<file path="config.mk">
export PLATFORM = sky130hd
export DESIGN_NAME = elastic_fork
export DESIGN_NICKNAME = d
export VERILOG_FILES = /design/src/rtl/elastic_fork.sv
export SDC_FILE = /design/constraint.sdc
export NUM_CORES = 1
export LEC_CHECK = 0
export BUFFER_PORTS_ARGS = -buffer_cell sky130_fd_sc_hd__buf_2
export CAP_MARGIN = 20
export CELL_PAD_IN_SITES_DETAIL_PLACEMENT = 0
export CELL_PAD_IN_SITES_GLOBAL_PLACEMENT = 2
export CORE_UTILIZATION = 30
export DETAILED_ROUTE_END_ITERATION = 10
export PLACE_DENSITY_LB_ADDON = 0.1
export REMOVE_ABC_BUFFERS = 1
export SKIP_CTS_REPAIR_TIMING = 1
export SYNTH_ARGS = -nofsm -noshare
export SYNTH_HDL_FRONTEND = slang
export SYNTH_SLANG_ARGS = --single-unit
</file>
<file path="constraint.sdc">
create_clock -name clk -period 4.36 [get_ports clk]
set_input_delay 0.436 -clock clk [delete_from_list [all_inputs] [get_ports clk]]
set_output_delay 0.436 -clock clk [all_outputs]
set_load 0.01 [all_outputs]
</file>
<file path="src/rtl/elastic_fork.sv">
// One-token eager fork: holds a token and offers it to every consumer selected by output_mask.
// Consumers complete independently, and a new token may load in the cycle the last one drains.
module elastic_fork #(
    parameter int unsigned DATA_WIDTH = 32,
    parameter int unsigned NUM_OUTPUT = 4
) (
    input  logic                  clk,
    input  logic                  reset,
    input  logic [DATA_WIDTH-1:0] input_data,
    input  logic                  valid_input,
    output logic                  stop_input,
    output logic [DATA_WIDTH-1:0] output_data,
    output logic [NUM_OUTPUT-1:0] valid_output,
    input  logic [NUM_OUTPUT-1:0] stop_output,
    input  logic [NUM_OUTPUT-1:0] output_mask,
    output logic [15:0]           token_count
);

    localparam logic [0:0] StEmpty = 1'b0;
    localparam logic [0:0] StFull  = 1'b1;

    logic [0:0]            state_q, state_d;
    logic [DATA_WIDTH-1:0] data_q, data_d;
    logic [NUM_OUTPUT-1:0] pending_q, pending_d;
    logic [15:0]           count_q, count_d;
    logic                  full, done, in_xfer, mask_zero;
    logic [1:0]            count_inc;

    always_comb begin
        full         = (state_q == StFull);
        // Done when no still-pending consumer is stalled this cycle.
        done         = full && ((pending_q & stop_output) == '0);
        stop_input   = full && !done;
        in_xfer      = valid_input && !stop_input;
        mask_zero    = (output_mask == '0);
        valid_output = full ? pending_q : '0;
        output_data  = data_q;
        token_count  = count_q;
    end

    always_comb begin
        state_d   = state_q;
        data_d    = data_q;
        // A pending port survives only if it was stalled.
        pending_d = full ? (pending_q & stop_output) : '0;
        // A draining token and a discarded (empty-mask) token can retire in the same cycle.
        count_inc = {1'b0, done} + {1'b0, in_xfer && mask_zero};
        count_d   = count_q + 16'(count_inc);
        if (done) begin
            state_d = StEmpty;
        end
        if (in_xfer && !mask_zero) begin
            state_d   = StFull;
            data_d    = input_data;
            pending_d = output_mask;
        end
    end

    always_ff @(posedge clk) begin
        if (reset) begin
            state_q   <= StEmpty;
            data_q    <= '0;
            pending_q <= '0;
            count_q   <= '0;
        end else begin
            state_q   <= state_d;
            data_q    <= data_d;
            pending_q <= pending_d;
            count_q   <= count_d;
        end
    end

endmodule

</file>
### After elaboration in Yosys (flattened, before gate mapping)

Cells that the tools add are included.

| storage, ports and cells | value |
|---|---|
| flip-flop bits (word level) | 53 |
| bits of input ports | 43 |
| output and inout port bits | 53 |
| logic and storage cells | 23 |

| operators by class | value |
|---|---|
| add/subtract/negate cells | 2 |
| muxes and demuxes | 5 |
| bitwise gates (word level) | 1 |
| reductions and logical operators | 11 |

Operators by type and width:

| cell | number |
|---|---|
| $add A16 B2 Y16 | 1 |
| $mux W4 | 3 |
| $logic_not A4 Y1 | 2 |
| $logic_and A1 B1 Y1 | 5 |
| $and A4 B4 Y4 | 1 |
| $logic_not A1 Y1 | 3 |
| $add A1 B1 Y2 | 1 |
| $mux W1 | 2 |
| $reduce_bool A2 Y1 | 1 |

### Logic depth before layout (Yosys ltp)

Gate-level depths: netlist of run 1.

| logic depth | value |
|---|---|
| depth in word-level cells | 10 |
| gate-level depth with buffers | 10 |
| depth with buffers taken out | 10 |

### Worst setup path before layout of run 1

OpenSTA, ideal clock, no wires.

| timing path | value |
|---|---|
| path kind | input port to flip-flop |
| start | input port output_mask[0] |
| end | register count_q[15] (netlist: token_count[15]) |
| library setup time | 70 ps |
| data arrival time | 2183 ps |
| data required time | 4290 ps |
| setup slack | 2107 ps |
| stages on the path | 8 |
| path buffers | 1 |
| cells stage by stage | or4_4 > nor2_1 > fa_1 > and3_1 > buf_2 > nand4_2 > or3_1 > a21oi_1 |

| on the way | value |
|---|---|
| word-level cells in the longest chain between the ends | 4 |

Ends and longest elaborated chain:

| element | line | text |
|---|---|---|
| start, declared | 15 | `input logic [NUM_OUTPUT-1:0] output_mask,` |
| $logic_not A4 Y1 | 35 | `mask_zero = (output_mask == '0);` |
| $logic_and A1 B1 Y1 | 47 | `count_inc = {1'b0, done} + {1'b0, in_xfer && mask_zero};` |
| $add A1 B1 Y2 | 47 |  |
| $add A16 B2 Y16 | 48 | `count_d = count_q + 16'(count_inc);` |
| end signal, assigned | 69 | `count_q <= count_d;` |
| end, declared | 25 | `logic [15:0] count_q, count_d;` |

Every way passes these cells.
A chain may end at the register's enable or synchronous reset.

### Worst setup path after layout of run 1

| timing path | value |
|---|---|
| start | register pending_q[0] |
| end | register count_q[15] (netlist: token_count[15]) |

| on the way | value |
|---|---|
| word-level cells in the longest chain between the ends | 10 |

Ends and longest elaborated chain:

| element | line | text |
|---|---|---|
| start, declared | 24 | `logic [NUM_OUTPUT-1:0] pending_q, pending_d;` |
| start signal, assigned | 68 | `pending_q <= pending_d;` |
| $and A4 B4 Y4 (*) | 32 | `done = full && ((pending_q & stop_output) == '0);` |
| $logic_not A4 Y1 (*) | 32 |  |
| $logic_and A1 B1 Y1 (*) | 32 |  |
| $logic_not A1 Y1 | 33 | `stop_input = full && !done;` |
| $logic_and A1 B1 Y1 | 33 |  |
| $logic_not A1 Y1 | 34 | `in_xfer = valid_input && !stop_input;` |
| $logic_and A1 B1 Y1 | 34 |  |
| $logic_and A1 B1 Y1 | 47 |  |
| $add A1 B1 Y2 (*) | 47 |  |
| $add A16 B2 Y16 (*) | 48 |  |

Every way passes the cells marked *; elsewhere a longest branch is shown, timed or not.

==> impl_summary.txt, run 1 <==
----------------------------------------------------
[Route]
  Detailed router's first-iteration violation count ... 46
  Drt first pass iters ... 4
  Post-route ant nets ... 0
  DRT Wirelength ... roughly 5.2 mm
  Vias after detailed routing ... 1912
  Routed wire per std cell ... 11.8 µm
  Avg Vias per Cell ... 4.35
  Residual DRC count ... 0

[STA]
  Setup TNS ... 0 ps
  Final hold viol count ... 0
  Period utilization ... 51.4%
  Setup-violating endpoint count in the final report ... 0
  Slew @ Worst Pin ... 561 ps
  Highest attainable clock frequency ... 0.446 GHz
  Max-slew violation count ... 0
  Final worst path period need ... roughly 2200 ps
  Setup Skew ... 5.47 ps
  RSZ-0062 raised after global routing ... false
  Rel. slew slack ... 62.6%

[Yosys]
  Largest family of logic cells by synthesized area ... simple AND/OR/NAND/NOR gates
  Synth Area in Adders ... 1.35%
  Synth unique cells ... 34
  Post-synthesis share of cell area spent on and, or, nand and nor gates ... 29.0%
  Syn Inst Count ... ~250
  Total number of yosys warnings ... 0
  Multiplexer share of the synthesized area ... 13.7%
  Share of synthesized area occupied by flip-flops and latches ... a little over two fifths
  Synth Register Bits ... 53
  XOR/XNOR share of the synthesized area ... 3.63%
  Compound-Gate Fraction of Synth Area ... 3.68%
  Synthesized area per cell ... 9.78 µm²
  Syn Std Cell Area ... 2410 µm²

[Cells and area]
  Count of placed standard cells in the final layout, fillers left out ... 440
  Fraction of layout cells with a size suffix above 1 ... 32.8%
  Final layout net count ... 382
  Post-route cell area ... 3030 µm²
  Antenna diode count ... 0
  Area growth from synthesis to final layout ... 25.4%

[Worst setup path]
  Arrival time at the worst endpoint ... 2480 ps
  Crit path max fanout ... 8
  Required time of the worst setup path ... 4600 ps
  Element type at the critical path start ... flop
  Startpoint of the lowest-slack register-to-register path ... pending_q[0]
  Critical Path Source ... pending_q[0]
  R2r setup slk ... 2120 ps
  Critical Setup Path Class ... flop to flop
  Sort of element at the end of the critical path ... flop

[CTS]
  CTS sink count ... 53
  Cell at the root of the clock tree ... sky130_fd_sc_hd__clkbuf_8
  TritonCTS clock tree ... done
  TritonCTS Buffers ... 5
  CTS Buffer Depth ... 2
  Clock insertion delay at the later pin of the skew report ... 300 ps
  H-tree depth ... 2
  CTS clk-pin slew, worst paths ... 100 ps

[Placement]
  GP Congestion ... 0.694
  HPWL after DPL ... between 3 and 4 mm
  # placed instances ... around 430
  IO Port Bufs ... 95
  Instance area at placement ... 2930 µm²

[Floorplan]
  X dimension of the die ... a little over 90 µm
  Floorplan die area ... roughly 8400 µm²
  Initial Utilization ... between 30% and 40%
  Floorplan row count ... 32
  Core Region ... 7770 µm²
  Die height ... 91.7 µm
  I/O Pins ... 96

[Global route]
  Overflow left after global routing ... 0
  Tot GR Track Use ... 12.4%
  Pin count of the biggest net entering global routing ... 49
  Global-route wire length before repair ... 8.44 mm
  Antenna violations before repair ... 0
  Number of global-route vias before repair ... around 1800

[Status]
  Result of the run ... complete, no violations

[Min path]
  Startpoint of the lowest-slack hold path ... input_data[0]
  Class of the tightest hold or removal check ... input pin to flop

[Power and ir drop]
  Leakage power summed over all cells ... 1.43 nW
  Pwr Density ... roughly 310 nW/µm²
  Worst-case vdd ir drop ... approximately 0.12 mV

[Run]
  Max-capacitance violation count ... 0

----------------------------------------------------
[final timing paths]
| check | to | depth (start not counted) |
|---|---|---|
| worst min register to register | output_data[4] | 2 |
| worst max register to register | token_count[15] | 9 |
| worst max-delay path | token_count[15] | 9 |
| worst min-delay path | output_data[0] | 3 |
[stage by stage]
| step | hold WS (ps) | total power, W | util [%] | setup WS (ps) |
|---|---|---|---|---|
| floorplan | 492 | 0.000601 | - | 1940 |
| global placement | 457 | 0.000664 | 37.7 | 1880 |
| detailed placement | 464 | 0.000665 | 37.7 | 1830 |
| CTS | 364 | 0.000975 | 39.0 | 2090 |
| global route | 368 | 0.00101 | 39.0 | 1930 |
| finish | 382 | 0.000951 | 39.0 | 2120 |
[synthesized netlist by cell type]
cell type / instances / area [µm²]
sky130_fd_sc_hd__or4_1: 1 / 7.51
sky130_fd_sc_hd__and3_1: 4 / 25.0
sky130_fd_sc_hd__nand3_1: 11 / 55.1
sky130_fd_sc_hd__nor2b_2: 1 / 8.76
sky130_fd_sc_hd__clkbuf_1: 9 / 33.8
sky130_fd_sc_hd__nand2b_1: 64 / 400
sky130_fd_sc_hd__buf_6: 1 / 11.3
sky130_fd_sc_hd__buf_12: 3 / 60.1
sky130_fd_sc_hd__dfxtp_1: 53 / 1060
sky130_fd_sc_hd__o31ai_1: 1 / 7.51
sky130_fd_sc_hd__nand4_2: 1 / 12.5
sky130_fd_sc_hd__mux2i_1: 32 / 320
sky130_fd_sc_hd__a21bo_4: 1 / 16.3
sky130_fd_sc_hd__a22oi_1: 2 / 15.0
sky130_fd_sc_hd__nand4_1: 2 / 12.5
sky130_fd_sc_hd__or3_1: 2 / 12.5
sky130_fd_sc_hd__nor3_1: 1 / 5.00
sky130_fd_sc_hd__mux2_2: 1 / 11.3
sky130_fd_sc_hd__buf_2: 1 / 5.00
sky130_fd_sc_hd__ha_1: 1 / 12.5
sky130_fd_sc_hd__nand2_2: 1 / 6.26
sky130_fd_sc_hd__nor2_1: 13 / 48.8
sky130_fd_sc_hd__xnor2_1: 5 / 43.8
sky130_fd_sc_hd__nor3b_1: 1 / 7.51
sky130_fd_sc_hd__and4_1: 1 / 8.76
sky130_fd_sc_hd__nand2_1: 9 / 33.8
sky130_fd_sc_hd__fa_1: 1 / 20.0
sky130_fd_sc_hd__and2_1: 4 / 25.0
sky130_fd_sc_hd__xor2_1: 5 / 43.8
sky130_fd_sc_hd__o21ai_0: 2 / 10.0
sky130_fd_sc_hd__inv_1: 1 / 3.75
sky130_fd_sc_hd__nor2b_1: 3 / 18.8
sky130_fd_sc_hd__or4_4: 1 / 11.3
sky130_fd_sc_hd__a21oi_1: 8 / 40.0
[worst max-delay path, stage by stage, from the launching register on]
cell                      delay, ps
sky130_fd_sc_hd__dfxtp_1        320
sky130_fd_sc_hd__a22oi_1        260
sky130_fd_sc_hd__a21bo_4        220
sky130_fd_sc_hd__nand2_1         60
sky130_fd_sc_hd__nor2_1         110
sky130_fd_sc_hd__fa_1           200
sky130_fd_sc_hd__and3_1         310
sky130_fd_sc_hd__nand4_2        200
sky130_fd_sc_hd__or3_1          370
sky130_fd_sc_hd__a21oi_1        130
[metal layers]
| metal | GRT usage (%) | wire length [µm] |
|---|---|---|
| met5 | 0 | 0 |
| met4 | 3.91 | 44 |
| met3 | 3.32 | 294 |
| met2 | 19.8 | 2300 |
| met1 | 16.4 | 2540 |
[layout make-up]
class                           count  area, µm²
Tap cell                          102        128
Inverter                            1       3.75
Clock buffer                        7       96.3
Timing Repair Buffer               97        490
Multi-Input combinational cell    179       1240
Fill cell                         835       4740
Sequential cell                    53       1060
Clock inverter                      1       5.00
[state kept, by name (all words and copies together) (netlist names)]
name,flops
pending_q,4
full,1
output_data,32
token_count,16
[kinds of logic (layout without fill, tap and decap cells)]
family / count (synthesis) / count (layout)
XOR/XNOR: 10 / 10
buffers and inverters: 15 / 106
adder cells (fa/ha/maj): 2 / 2
AO/OA/AOI/OAI: 14 / 14
multiplexers: 33 / 33
flip-flops: 53 / 53
AND/OR/NAND/NOR: 120 / 120
[power by group]
part / total, W / switching (W) / internal [W]
sequential: 0.000521 / 0.0000120 / 0.000509
clock: 0.000300 / 0.000156 / 0.000144
combinational: 0.000131 / 0.0000645 / 0.0000661
total: 0.000951 / 0.000233 / 0.000719
[cell usage in the layout (no fill, tap or decap), drive strengths merged, types with 4 or more instances in the layout]
master	n
nand2b	64
xor2	5
a21oi	8
and3	4
clkbuf	7
and2	4
xnor2	5
nor2	13
nor2b	4
nand2	10
dfxtp	53
mux2i	32
nand3	11
buf	97
No activity file was read; power rests on OpenSTA's default activity.
==> run 2, diff against run 1 <==
--- a/config.mk
+++ b/config.mk
@@ -5,11 +5,12 @@
 export SDC_FILE = /design/constraint.sdc
 export NUM_CORES = 1
 export LEC_CHECK = 0
+export ABC_AREA = 1
 export BUFFER_PORTS_ARGS = -buffer_cell sky130_fd_sc_hd__buf_2
 export CAP_MARGIN = 20
 export CELL_PAD_IN_SITES_DETAIL_PLACEMENT = 0
 export CELL_PAD_IN_SITES_GLOBAL_PLACEMENT = 2
-export CORE_UTILIZATION = 30
+export CORE_UTILIZATION = 25
 export DETAILED_ROUTE_END_ITERATION = 10
 export PLACE_DENSITY_LB_ADDON = 0.1
 export REMOVE_ABC_BUFFERS = 1
==> constraint.sdc (replaced) <==
create_clock -name clk -period 2.3 [get_ports clk]
set_input_delay 0.23 -clock clk [delete_from_list [all_inputs] [get_ports clk]]
set_output_delay 0.23 -clock clk [all_outputs]
set_load 0.01 [all_outputs]
==> impl_summary.txt, run 2 <==
----------------------------------------------------
[Status]
  Result of the run ... complete, no violations

[STA]
  Fin worst setup slack ... approximately 230 ps
  Slew @ Worst Pin ... 597 ps
  Setup-violating endpoint count in the final report ... 0
  Highest attainable clock frequency ... 0.483 GHz
  Setup Skew ... 4.33 ps
  Final hold viol count ... 0
  Max-slew violation count ... 0
  Final worst path period need ... 2070 ps
  Rel. slew slack ... 60.1%
  Period utilization ... 90.0%
  Post-Route Hold Slack ... between 150 and 200 ps

[Cells and area]
  Number of flip-flops under the largest register name ... 32
  Area growth from synthesis to final layout ... 25.6%
  Antenna diode count ... 0
  Commonest cells after routing, fill and taps aside ... 118 x sky130_fd_sc_hd__inv_1, 101 x sky130_fd_sc_hd__nand2_1, 95 x sky130_fd_sc_hd__buf_2, 57 x sky130_fd_sc_hd__nor2_1, 53 x sky130_fd_sc_hd__dfxtp_1
  Most common cell after layout, fill and taps aside ... sky130_fd_sc_hd__inv_1
  Final layout net count ... 564
  Fraction of layout cells with a size suffix above 1 ... between 20% and 30%

[Route]
  Residual DRC count ... 0
  Vias after detailed routing ... 2699
  DRT Wirelength ... 7.49 mm
  Avg Vias per Cell ... 4.11
  Detailed router's first-iteration violation count ... 84
  Drt first pass iters ... 4
  Post-route ant nets ... 0
  Routed wire per std cell ... 11.4 µm

[Floorplan]
  I/O Pins ... 96
  Floorplan row count ... 37
  Initial Utilization ... a little over a quarter
  Core Region ... 10400 µm²
  X dimension of the die ... 106 µm
  Floorplan die area ... 11300 µm²
  Die height ... 106 µm

[Yosys]
  Synthesized area per cell ... 6.34 µm²
  Largest cells by area after synthesis ... sky130_fd_sc_hd__dfxtp_1 39%, sky130_fd_sc_hd__inv_1 16%, sky130_fd_sc_hd__nand2_1 14%, sky130_fd_sc_hd__nor2_1 8.2%, sky130_fd_sc_hd__nand4_1 8.1%
  Cell taking the most area after synthesis ... sky130_fd_sc_hd__dfxtp_1
  Primary flip-flop cell chosen by synthesis mapping ... sky130_fd_sc_hd__dfxtp_1
  Number of enable flip-flop cells after synthesis ... 0
  Top cells by count, synth ... 118 x sky130_fd_sc_hd__inv_1, 101 x sky130_fd_sc_hd__nand2_1, 59 x sky130_fd_sc_hd__nor2_1, 53 x sky130_fd_sc_hd__dfxtp_1, 35 x sky130_fd_sc_hd__nand4_1
  Synth unique cells ... 23
  Share of synthesized area occupied by flip-flops and latches ... between 30% and 40%
  Async set-reset flop share out of synthesis ... 0%
  Syn Inst Count ... 428
  Total number of yosys warnings ... 0
  Syn Std Cell Area ... 2710 µm²
  Synth Register Bits ... 53
  Most frequently used cell type in the post-synthesis netlist ... sky130_fd_sc_hd__inv_1
  Proportion of netlist area held by the largest area contributor ... between 30% and 40%

[Worst setup path]
  R2r setup slk ... 230 ps
  Cell breakdown of the critical path ... nand2_1 -> nand2_2 -> o21ai_4 -> nand2_1 -> nor2_1 -> fa_2 -> ha_1 -> nand2_1 -> nor2_2 -> nand2_1 -> buf_4 -> o21ai_0 -> a21oi_1
  Most used cell along the critical path ... sky130_fd_sc_hd__nand2_1
  R2r endpoint ... token_count[14]
  Required time of the worst setup path ... about 2500 ps
  Arrival time at the worst endpoint ... between 2000 and 2500 ps
  Crit path max-delay cell type ... sky130_fd_sc_hd__dfxtp_1
  Crit path max fanout ... 4
  Cells on worst reg2reg path ... 13
  Startpoint of the lowest-slack register-to-register path ... pending_q[2]
  Element type at the critical path start ... flop
  Sort of element at the end of the critical path ... flop
  Critical Setup Path Class ... flop to flop
  Crit-path max cell delay ... 330 ps

[Min path]
  WHS Endpoint ... pending_q[1]
  Number of cells on the worst hold path ... 3
  Startpoint of the lowest-slack hold path ... output_mask[1]
  Class of the tightest hold or removal check ... input pin to flop

[Global route]
  GRT met1 Usage ... 17.4%
  Met2 Resource Use GR ... 23.5%
  Pin count of the biggest net entering global routing ... 40
  Number of global-route vias before repair ... 2509
  GRT Max-Usage Layer ... met2
  Global-route wire length before repair ... 12.2 mm
  Antenna violations before repair ... 0
  Overflow left after global routing ... 0
  Met3 Track Usage GR ... 2.88%
  Tot GR Track Use ... 13.7%

[CTS]
  CTS clk-pin slew, worst paths ... 100 ps
  CTS Buffer Depth ... 2
  H-tree depth ... 2
  TritonCTS clock tree ... done
  TritonCTS Buffers ... 5
  Clock insertion delay at the later pin of the skew report ... 310 ps
  CTS sink count ... between 50 and 60
  Cell at the root of the clock tree ... sky130_fd_sc_hd__clkbuf_8

[Placement]
  Worst slack after detailed placement ... around 120 ps
  IO Port Bufs ... between 90 and 100
  GP Congestion ... 0.683
  HPWL after DPL ... around 5.3 mm

[Power and ir drop]
  Leakage power summed over all cells ... 2.01 nW
  Pwr Density ... 555 nW/µm²
  Worst-case vdd ir drop ... 0.244 mV

[Run]
  Max-capacitance violation count ... 0

----------------------------------------------------
## run 2: kinds of logic (layout without fill, tap and decap cells)
family	after synthesis	after routing	share of synthesized area, %
flops	53	53	39.1
buf+inv	138	230	20.7
fa+ha+maj	2	2	1.20
xor+xnor	1	1	0.323
compound gates	18	18	3.92
simple gates	216	216	34.7
## run 2: report_power, final
| group | total (W) | internal (W) | leakage, nW | switching (W) |
|---|---|---|---|---|
| logic | 0.000348 | 0.000141 | 1.53 | 0.000207 |
| registers | 0.00100 | 0.000973 | 0.436 | 0.0000280 |
| clock network | 0.000542 | 0.000213 | 0.0450 | 0.000330 |
## run 2: worst max-delay path, delay by kind of cell (launching register included)
kind	cells	cell delay, ps
compound gates	3	380
fa+ha+maj	2	380
simple gates	7	670
buf+inv	1	170
flops	1	330
## run 2: worst max path at each step
stage,from,to,slack [ps],depth (start not counted)
3_3_place_gp,stop_output[1],token_count[12],160,13
2_1_floorplan,pending_q[1],token_count[12],-200,14
6_report,pending_q[2],token_count[14],230,13
3_5_place_dp,stop_output[2],token_count[12],120,15
5_1_grt,pending_q[0],token_count[12],-9,14
4_1_cts,pending_q[2],token_count[12],130,12
## run 2: final cells by class
type / instances / area [µm²]
clock inverter: 2 / 10.0
fill: 1225 / 7010
clock buffer: 6 / 72.6
tap: 136 / 170
inverter: 118 / 443
multi-input combinational: 237 / 1110
timing repair buffer: 104 / 543
sequential: 53 / 1060
## run 2: metrics by stage
step           total power (W)  util, %  TNS (ps)  cell area, µm²  cells
3_5_place_dp           0.00138     31.7         0            3310    648
4_1_cts                0.00193     32.5         0            3390    656
2_1_floorplan          0.00122        -      -360            2590    408
6_report               0.00189     32.7         0            3410    656
3_3_place_gp           0.00138     31.7         0            3310    648
5_1_grt                0.00202     32.7     -16.8            3410    656
## run 2: routing by layer
layer  up-vias  wire length (µm)
met4         0                76
met1      1198              3650
met5         -                 0
li1       1439                 -
met2        57              3400
met3         5               366
==> run 3, diff against run 2 <==
--- a/config.mk
+++ b/config.mk
@@ -10,6 +10,7 @@
 export CAP_MARGIN = 20
 export CELL_PAD_IN_SITES_DETAIL_PLACEMENT = 0
 export CELL_PAD_IN_SITES_GLOBAL_PLACEMENT = 2
+export CORE_ASPECT_RATIO = 1.2
 export CORE_UTILIZATION = 25
 export DETAILED_ROUTE_END_ITERATION = 10
 export PLACE_DENSITY_LB_ADDON = 0.1
==> impl_summary.txt, run 3 (synthesis results as in run 2) <==
----------------------------------------------------
[Floorplan]
  Floorplan row count ... 41
  X dimension of the die ... 97.1 µm
  Initial Utilization ... 25.8%
  Die height ... 116 µm
  Floorplan die area ... 11300 µm²
  I/O Pins ... 96
  Core Region ... 10500 µm²

[CTS]
  CTS Buffer Depth ... 2
  CTS clk-pin slew, worst paths ... 70 ps
  H-tree depth ... 2
  TritonCTS Buffers ... 5
  Clock insertion delay at the later pin of the skew report ... 290 ps
  Cell at the root of the clock tree ... sky130_fd_sc_hd__clkbuf_16
  TritonCTS clock tree ... done
  CTS sink count ... 53

[Cells and area]
  Final layout net count ... between 500 and 600
  Number of flip-flops under the largest register name ... 32
  Area growth from synthesis to final layout ... 27.5%
  Post-route cell area ... approximately 3500 µm²
  Commonest cells after routing, fill and taps aside ... 118 x sky130_fd_sc_hd__inv_1, 100 x sky130_fd_sc_hd__nand2_1, 95 x sky130_fd_sc_hd__buf_2, 56 x sky130_fd_sc_hd__nor2_1, 53 x sky130_fd_sc_hd__dfxtp_1
  Filler Cell Count ... 1220
  Count of placed standard cells in the final layout, fillers left out ... about 650
  Most common cell after layout, fill and taps aside ... sky130_fd_sc_hd__inv_1
  Post-layout utilization of the core ... roughly 33%
  Antenna diode count ... 0
  Fraction of layout cells with a size suffix above 1 ... between 20% and 30%

[Global route]
  Tot GR Track Use ... 13.9%
  Overflow left after global routing ... 0
  Pin count of the biggest net entering global routing ... 40
  Antenna violations before repair ... 0
  Global-route wire length before repair ... 12.4 mm
  Number of global-route vias before repair ... 2516

[Power and ir drop]
  Sequential power share ... 47.6%
  Pwr Density ... 607 nW/µm²
  Switching power as a share of total power ... 27.8%
  Leakage power summed over all cells ... 2.03 nW
  Worst-case vdd ir drop ... 0.257 mV
  Power share of the combinational group ... 16.7%
  Switching component of the power ... 0.000583 W
  Design internal power ... around 0.0015 W
  Portion of total power attributed to the clock network ... 35.7%

[Placement]
  Instance area at placement ... 3300 µm²
  IO Port Bufs ... 95
  Worst slack after detailed placement ... between 70 and 80 ps
  GP Congestion ... 0.706
  HPWL after DPL ... around 5.0 mm
  # placed instances ... 641

[STA]
  Fin worst setup slack ... 250 ps
  Slew @ Worst Pin ... 453 ps
  Final worst path period need ... 2050 ps
  Max-slew violation count ... 0
  Setup Skew ... between 7 and 8 ps
  Rel. slew slack ... 69.8%
  Period utilization ... 89.2%
  Setup TNS ... 0 ps
  Final hold viol count ... 0
  Highest attainable clock frequency ... between 0.4 and 0.5 GHz
  Setup-violating endpoint count in the final report ... 0
  RSZ-0062 raised after global routing ... false

[Route]
  Post-route ant nets ... 0
  Detailed router's first-iteration violation count ... 83
  Residual DRC count ... 0
  DRT Wirelength ... 7.45 mm
  Vias after detailed routing ... 2671
  Avg Vias per Cell ... 4.12
  Routed wire per std cell ... 11.5 µm
  Drt first pass iters ... 4

[Worst setup path]
  Required time of the worst setup path ... 2480 ps
  Crit path max fanout ... 4
  Element type at the critical path start ... flop
  Arrival time at the worst endpoint ... around 2200 ps
  Critical Setup Path Class ... flop to flop
  Sort of element at the end of the critical path ... flop

[Run]
  Max-capacitance violation count ... 0

[Min path]
  Class of the tightest hold or removal check ... input pin to flop

[Status]
  Result of the run ... complete, no violations

----------------------------------------------------
==> run 3: cell counts in the layout (fill, tap and decap cells not counted) <==
Identical to the previous run, type by type.
==> run 3: worst paths after layout <==
kind	start	to	slack (ps)	cells after the start
setup / recovery	pending_q[2]	token_count[14]	250	13
hold / removal	stop_output[1]	pending_q[1]	220	3
setup reg to reg	pending_q[2]	token_count[14]	250	13
hold reg to reg	token_count[13]	token_count[13]	490	2
==> run 3: cell type report <==
class,count,area (µm²),area share [%]
Multi-Input combinational cell,237,1110,32.2
Clock buffer,6,129,3.73
Clock inverter,2,10.0,0.289
Tap cell,129,161,4.67
Sequential cell,53,1060,30.7
Inverter,118,443,12.8
Timing Repair Buffer,104,543,15.7
==> run 3: routing by layer <==
layer,routed length [µm],track usage [%],vias up
li1,-,-,1450
met1,3530,17.8,1146
met2,3440,23.4,70
met3,385,3.11,5
met4,97,4.48,0
met5,0,0,-
==> run 3: critical path, stage by stage, from the launching register on <==
cell	delay, ps
sky130_fd_sc_hd__dfxtp_1	320
sky130_fd_sc_hd__nand2_1	80
sky130_fd_sc_hd__nand2_2	80
sky130_fd_sc_hd__o21ai_4	150
sky130_fd_sc_hd__nand2_1	70
sky130_fd_sc_hd__nor2_2	120
sky130_fd_sc_hd__fa_2	230
sky130_fd_sc_hd__ha_1	160
sky130_fd_sc_hd__nand2_1	100
sky130_fd_sc_hd__nor2_2	130
sky130_fd_sc_hd__nand2_2	90
sky130_fd_sc_hd__buf_4	150
sky130_fd_sc_hd__o21ai_0	160
sky130_fd_sc_hd__a21oi_1	90
==> run 3: metrics by stage <==
stage	power (W)	hold WS [ps]
floorplan	0.00122	299
global placement	0.00138	493
detailed placement	0.00138	487
CTS	0.00216	211
global route	0.00224	230
finish	0.00210	221
==> run 3: power groups by stage <==
stage	registers [W]	clock network, W	logic [W]
6_report	0.00100	0.000750	0.000350
3_5_place_dp	0.00102	0	0.000355
4_1_cts	0.00100	0.000802	0.000357
3_3_place_gp	0.00102	0	0.000356
2_1_floorplan	0.00105	0	0.000167
5_1_grt	0.00101	0.000826	0.000409
